File: src/rtl/if_fetch_stage_if.sv
// if_fetch_stage_if: fetch-stage bundle (control in, ROM address and IF/ID register out); IF_ALIGN_CHECK_EN adds id_excp_adel
interface if_fetch_stage_if #(
    parameter int ADDR_W = 32,
    parameter int INST_W = 32
);
    logic [5:0]        stall;
    logic              flush;
    logic [ADDR_W-1:0] new_pc;
    logic              branch_flag;
    logic [ADDR_W-1:0] branch_target_address;
    logic [INST_W-1:0] inst;
    logic [ADDR_W-1:0] pc;
    logic              ce;
    logic [ADDR_W-1:0] id_pc;
    logic [INST_W-1:0] id_inst;
`ifdef IF_ALIGN_CHECK_EN
    logic              id_excp_adel;
`endif

    // The fetch stage drives the ROM address and the IF/ID register
    modport master (
        input  stall, flush, new_pc, branch_flag, branch_target_address, inst,
        output pc, ce, id_pc, id_inst
`ifdef IF_ALIGN_CHECK_EN
        , output id_excp_adel
`endif
    );

    // The pipeline control, ROM and decode stage sit on the other side
    modport slave (
        output stall, flush, new_pc, branch_flag, branch_target_address, inst,
        input  pc, ce, id_pc, id_inst
`ifdef IF_ALIGN_CHECK_EN
        , input id_excp_adel
`endif
    );
endinterface

File: src/rtl/if_fetch_stage.sv
// if_fetch_stage: PC, ROM chip-enable and IF/ID pipeline register; IF_ALIGN_CHECK_EN adds misaligned-fetch flag
module if_fetch_stage #(
    parameter int                ADDR_W   = 32,
    parameter int                INST_W   = 32,
    parameter logic [ADDR_W-1:0] RESET_PC = '0
) (
    input logic               clk,
    input logic               rst,
    if_fetch_stage_if.master  bus
);
    logic              ce_q, ce_d;
    logic [ADDR_W-1:0] pc_q, pc_d;
    logic [ADDR_W-1:0] id_pc_q, id_pc_d;
    logic [INST_W-1:0] id_inst_q, id_inst_d;
    logic              bubble, capture, misaligned;
    logic              unused_stall;

    assign unused_stall = ^bus.stall[5:3];
`ifdef IF_ALIGN_CHECK_EN
    logic id_excp_adel_q, id_excp_adel_d;
    assign misaligned       = pc_q[1:0] != 2'b00;
    assign bus.id_excp_adel = id_excp_adel_q;
`else
    assign misaligned = 1'b0;
`endif

    // Next PC: the first enabled cycle re-presents RESET_PC; flush beats stall beats branch
    always_comb begin
        ce_d = 1'b1;
        pc_d = !ce_q         ? pc_q :
               bus.flush     ? bus.new_pc :
               bus.stall[0]  ? pc_q :
               bus.branch_flag ? bus.branch_target_address :
               pc_q + ADDR_W'(4);
    end

    // IF/ID: flush or a stalled IF feeding a running ID inserts a bubble; both stalled holds
    always_comb begin
        bubble    = bus.flush || (bus.stall[1] && !bus.stall[2]);
        capture   = !bus.stall[1];
        id_pc_d   = bubble ? '0 : capture ? pc_q : id_pc_q;
        id_inst_d = bubble ? '0 : capture ? (misaligned ? '0 : bus.inst) : id_inst_q;
`ifdef IF_ALIGN_CHECK_EN
        id_excp_adel_d = bubble ? 1'b0 : capture ? misaligned : id_excp_adel_q;
`endif
    end

    // State registers with asynchronous active-low reset
    always_ff @(posedge clk or negedge rst) begin
        if (!rst) begin
            ce_q      <= 1'b0;
            pc_q      <= RESET_PC;
            id_pc_q   <= '0;
            id_inst_q <= '0;
`ifdef IF_ALIGN_CHECK_EN
            id_excp_adel_q <= 1'b0;
`endif
        end else begin
            ce_q      <= ce_d;
            pc_q      <= pc_d;
            id_pc_q   <= id_pc_d;
            id_inst_q <= id_inst_d;
`ifdef IF_ALIGN_CHECK_EN
            id_excp_adel_q <= id_excp_adel_d;
`endif
        end
    end

    assign bus.pc      = pc_q;
    assign bus.ce      = ce_q;
    assign bus.id_pc   = id_pc_q;
    assign bus.id_inst = id_inst_q;
endmodule

File: src/flat_wrapper.sv
// flat-port wrapper written by rule: the top's interface ports become plain ports
module if_fetch_stage_flat 
#(
    parameter int                ADDR_W   = 32,
    parameter int                INST_W   = 32,
    parameter logic [ADDR_W-1:0] RESET_PC = '0
)
  (clk, rst, bus_stall, bus_flush, bus_new_pc, bus_branch_flag, bus_branch_target_address, bus_inst, bus_pc, bus_ce, bus_id_pc, bus_id_inst);
  if_fetch_stage_if #(.ADDR_W(ADDR_W), .INST_W(INST_W)) bus_i ();
  input logic clk;
  input logic rst;
  input wire logic [$bits(bus_i.stall)-1:0] bus_stall;
  input wire logic [$bits(bus_i.flush)-1:0] bus_flush;
  input wire logic [$bits(bus_i.new_pc)-1:0] bus_new_pc;
  input wire logic [$bits(bus_i.branch_flag)-1:0] bus_branch_flag;
  input wire logic [$bits(bus_i.branch_target_address)-1:0] bus_branch_target_address;
  input wire logic [$bits(bus_i.inst)-1:0] bus_inst;
  output wire logic [$bits(bus_i.pc)-1:0] bus_pc;
  output wire logic [$bits(bus_i.ce)-1:0] bus_ce;
  output wire logic [$bits(bus_i.id_pc)-1:0] bus_id_pc;
  output wire logic [$bits(bus_i.id_inst)-1:0] bus_id_inst;
  assign bus_i.stall = bus_stall;
  assign bus_i.flush = bus_flush;
  assign bus_i.new_pc = bus_new_pc;
  assign bus_i.branch_flag = bus_branch_flag;
  assign bus_i.branch_target_address = bus_branch_target_address;
  assign bus_i.inst = bus_inst;
  assign bus_pc = bus_i.pc;
  assign bus_ce = bus_i.ce;
  assign bus_id_pc = bus_i.id_pc;
  assign bus_id_inst = bus_i.id_inst;
  if_fetch_stage #(.ADDR_W(ADDR_W), .INST_W(INST_W), .RESET_PC(RESET_PC)) u_core (.clk(clk), .rst(rst), .bus(bus_i));
endmodule
File: config.mk
export PLATFORM = sky130hd
export DESIGN_NAME = if_fetch_stage_flat
export DESIGN_NICKNAME = d
export VERILOG_FILES = /design/src/rtl/if_fetch_stage_if.sv /design/src/rtl/if_fetch_stage.sv /design/src/flat_wrapper.sv
export SDC_FILE = /design/constraint.sdc
export NUM_CORES = 1
export LEC_CHECK = 0
export CAP_MARGIN = 15
export CELL_PAD_IN_SITES_DETAIL_PLACEMENT = 1
export CELL_PAD_IN_SITES_GLOBAL_PLACEMENT = 2
export CORE_MARGIN = 2
export CORE_UTILIZATION = 26
export CTS_BUF_LIST = sky130_fd_sc_hd__clkbuf_16
export DETAILED_ROUTE_END_ITERATION = 16
export GPL_ROUTABILITY_DRIVEN = 1
export GPL_TIMING_DRIVEN = 0
export PLACE_DENSITY = 0.85
export SLEW_MARGIN = 20
export SYNTH_ARGS = -nofsm -noshare
export SYNTH_HDL_FRONTEND = slang
export SYNTH_SLANG_ARGS = --single-unit
export TNS_END_PERCENT = 10
File: constraint.sdc
create_clock -name clk -period 2.48 [get_ports clk]
set_clock_uncertainty 0.15 [all_clocks]
set_input_delay 0.496 -clock clk [delete_from_list [all_inputs] [get_ports clk]]
set_output_delay 0.496 -clock clk [all_outputs]
set_load 0.02 [all_outputs]
==> results.tsv, run 1 <==
metric	value	unit
status	completed	
initial detailed-routing violation count	316	
worst hold path cell count	1	
drt wl/cell	21.5	um
RR Startpoint	u_core.bus.pc[2]	
via/cell ratio	5.38	
global-route wire length before repair	30100	um
Critical path origin	u_core.bus.pc[2]	
highest-delay cell along the critical path	clkdlybuf4s50_1	
Total Wirelength	19400	um
Final Cycle Share	90.7	%
number of synthesized flops with an enable pin	0	
Die Height	141	um
Mapped Area	0.00485	mm2
Synth warnings	0	
DIE WIDTH	141	um
RePlAce Congestion	0.867	
overall routing resource usage	19.5	%
TritonRoute pass-1 iters	5	
die area	0.0198	mm2
CTS tree	done	
starting density of the core	26.8	%
CP required	1830	ps
CTS Buffer Depth	2	
f_max	445	MHz
WP data arrival	1600	ps
Clock Sinks	97	
Worst Hold Path EP	u_core.bus.id_inst[31]	
row count	49	
final hold vios	0	
P per Cell Area	630	mW/mm2
fill count	2006	
ys async rst share	100	%
final net count	774	
pin count of the biggest net entering global routing	64	
root buf cell	clkbuf_16	
hold_sp	u_core.bus.id_inst[31]	
IO Count	203	
postcts setup bufs	0	
n_diodes	0	
H-Tree Depth	3	
FF-to-FF End	u_core.bus.pc[24]	
max-cap violations	0	
IO Port Bufs	197	
Setup Crit Path Kind	reg -> out	
worst-margin pin slew	728	ps
PostCTS Resize Cnt	0	
final hold slack	357	ps
Post-Syn Nets	564	
ANT nets after route	0	
core box area	0.0181	mm2
Seq/Total Area, Yosys	50.0	%
RSZ-0062 raised after global routing	false	
Area Overhead vs Synth	53.5	%
Max rail drop VDD	0.318	mV
Hold Crit Class	reg -> reg	
CTS buffer count	9	
Place WS	20.5	ps
initial antenna violation count	0	
vias in the first global route	5146	
Leak Pwr	3.18	nW
post-route setup slack	231	ps
Final TNS setup	0	ps
Crit Path Max Fanout	9	
vias post-DR	4850	
DRC violation count after routing	0	
total grt overflow	0	
Startpoint Class	register	
CP Cell Sequence	clkdlybuf4s50_1	
Worst R2R Setup Slack	260	ps
ys flop type	dfrtp_1	
Setup crit end kind	output port	
Mapped Avg Cell Area	10.6	um2
CP delay by family, top	buffers and inverters	
final setup fails	0	
Core Util, Final	41.1	%
layout cell share with drive strength beyond 1	10.3	%
Clock transition at path regs	70	ps
min Tclk post-route	2250	ps
CP bufs+invs	1	
Clk Latency, worst-skew pair	350	ps
post-cts hold buffer count	1	
Final HPWL DP	14700	um
worst reg2reg path depth	5	
normalized max-slew margin	51.3	%
largest stage delay on the critical path	690	ps
post-synth cell types	57	
Syn Inst Count	457	
Slew Limit Fails	0	
Yosys reg bits	97	
-- metrics by stage --
stage / area (um2) / std cells / total power, mW
after global placement: 7110 / 883 / 3.23
final: 7450 / 901 / 4.69
after detailed placement: 7140 / 884 / 3.27
after floorplan: 4850 / 457 / 2.52
after CTS: 7450 / 901 / 4.74
after global routing: 7450 / 901 / 4.91
-- cells by family (layout without fill, tap and decap cells) --
group           count (synthesis)  in the layout  synth area share, %
flops                          97             97                 50.0
simple gates                  138            138                 16.3
mux                             9              9                 1.86
buf+inv                        49            264                 5.15
fa+ha+maj                       1              1                0.258
other cells                     1              1               0.0772
compound gates                162            162                 26.4
-- layer usage --
layer / up-vias / global-route usage [%] / routed length, um
met5: - / 0 / 0
met4: 0 / 6.74 / 425
met3: 26 / 3.53 / 1220
met2: 201 / 32.6 / 9330
met1: 2431 / 25.6 / 8380
li1: 2192 / - / -
-- cells in the mapped netlist, drive strengths merged (6+ instances only) --
cell	instances	share of area, %
nor4	6	1.3
and3	13	1.7
nand3	13	1.5
nand4	24	3.4
mux2i	9	1.9
nor2	26	2.0
a21oi	12	1.3
nand2	31	2.4
o21ai	21	2.2
dfrtp	97	50
a22o	82	15
inv	7	0.54
buf	37	4.2
a22oi	7	1.1
-- worst register-to-register path, cell delays in order (launching register included) --
cell      delay, ps
dfrtp_1         570
ha_1            320
and3_1          300
nand4_1         230
o311ai_0        390
nand3_1         140
-- flip-flops by register name, summed over array words and instances (netlist names) --
signal and count:
u_core.bus.pc 32, u_core.bus.id_inst 32, u_core.bus.ce 1, u_core.bus.id_pc 32
-- cells in the final DEF, fill, tap and decap left out, types with 6 or more instances in the layout --
master,instances
clkdlybuf4s50_1,196
dfrtp_1,97
a22o_1,82
buf_2,32
nand2_1,31
nor2_1,26
nand4_1,22
o21ai_0,21
and3_1,13
nand3_1,11
a21oi_1,11
mux2i_1,9
clkbuf_16,9
a22oi_1,7
inv_1,6
-- power by group --
| group | leakage, nW | internal [mW] | total (mW) | switching (mW) |
|---|---|---|---|---|
| Clock | 0.147 | 0.791 | 1.46 | 0.666 |
| Sequential | 1.25 | 1.74 | 1.96 | 0.224 |
| Combinational | 1.78 | 0.622 | 1.27 | 0.651 |
| Total | 3.18 | 3.15 | 4.69 | 1.54 |
-- area by class of cell --
class | count | area [um2] | area share, %
Clock buffer | 9 | 225 | 3.02
Tap cell | 229 | 287 | 3.85
Clock inverter | 7 | 73.8 | 0.991
Sequential cell | 97 | 2430 | 32.6
Timing Repair Buffer | 199 | 2010 | 27.0
Multi-Input combinational cell | 311 | 2180 | 29.2
Inverter | 7 | 26.3 | 0.353
Buffer | 42 | 224 | 3.01
-- worst max path at each step --
| stage | end | slack, ps | cells after the start |
|---|---|---|---|
| floorplan | u_core.bus.pc[30] | 600 | 6 |
| global placement | u_core.bus.id_inst[0] | -3060 | 1 |
| detailed placement | u_core.bus.pc[7] | 20 | 5 |
| CTS | bus_pc[2] | 230 | 1 |
| global route | u_core.bus.pc[24] | 100 | 5 |
| finish | bus_pc[2] | 230 | 1 |
Power figures use the tool's default switching activity.
==> inputs of run 2 (changes only) <==
--- a/config.mk
+++ b/config.mk
@@ -15,7 +15,7 @@
 export GPL_ROUTABILITY_DRIVEN = 1
 export GPL_TIMING_DRIVEN = 0
 export PLACE_DENSITY = 0.85
-export SLEW_MARGIN = 20
+export SLEW_MARGIN = 30
 export SYNTH_ARGS = -nofsm -noshare
 export SYNTH_HDL_FRONTEND = slang
 export SYNTH_SLANG_ARGS = --single-unit
==> results of run 2 <==
Final layout, timing and power as in run 1 (identical DEF).
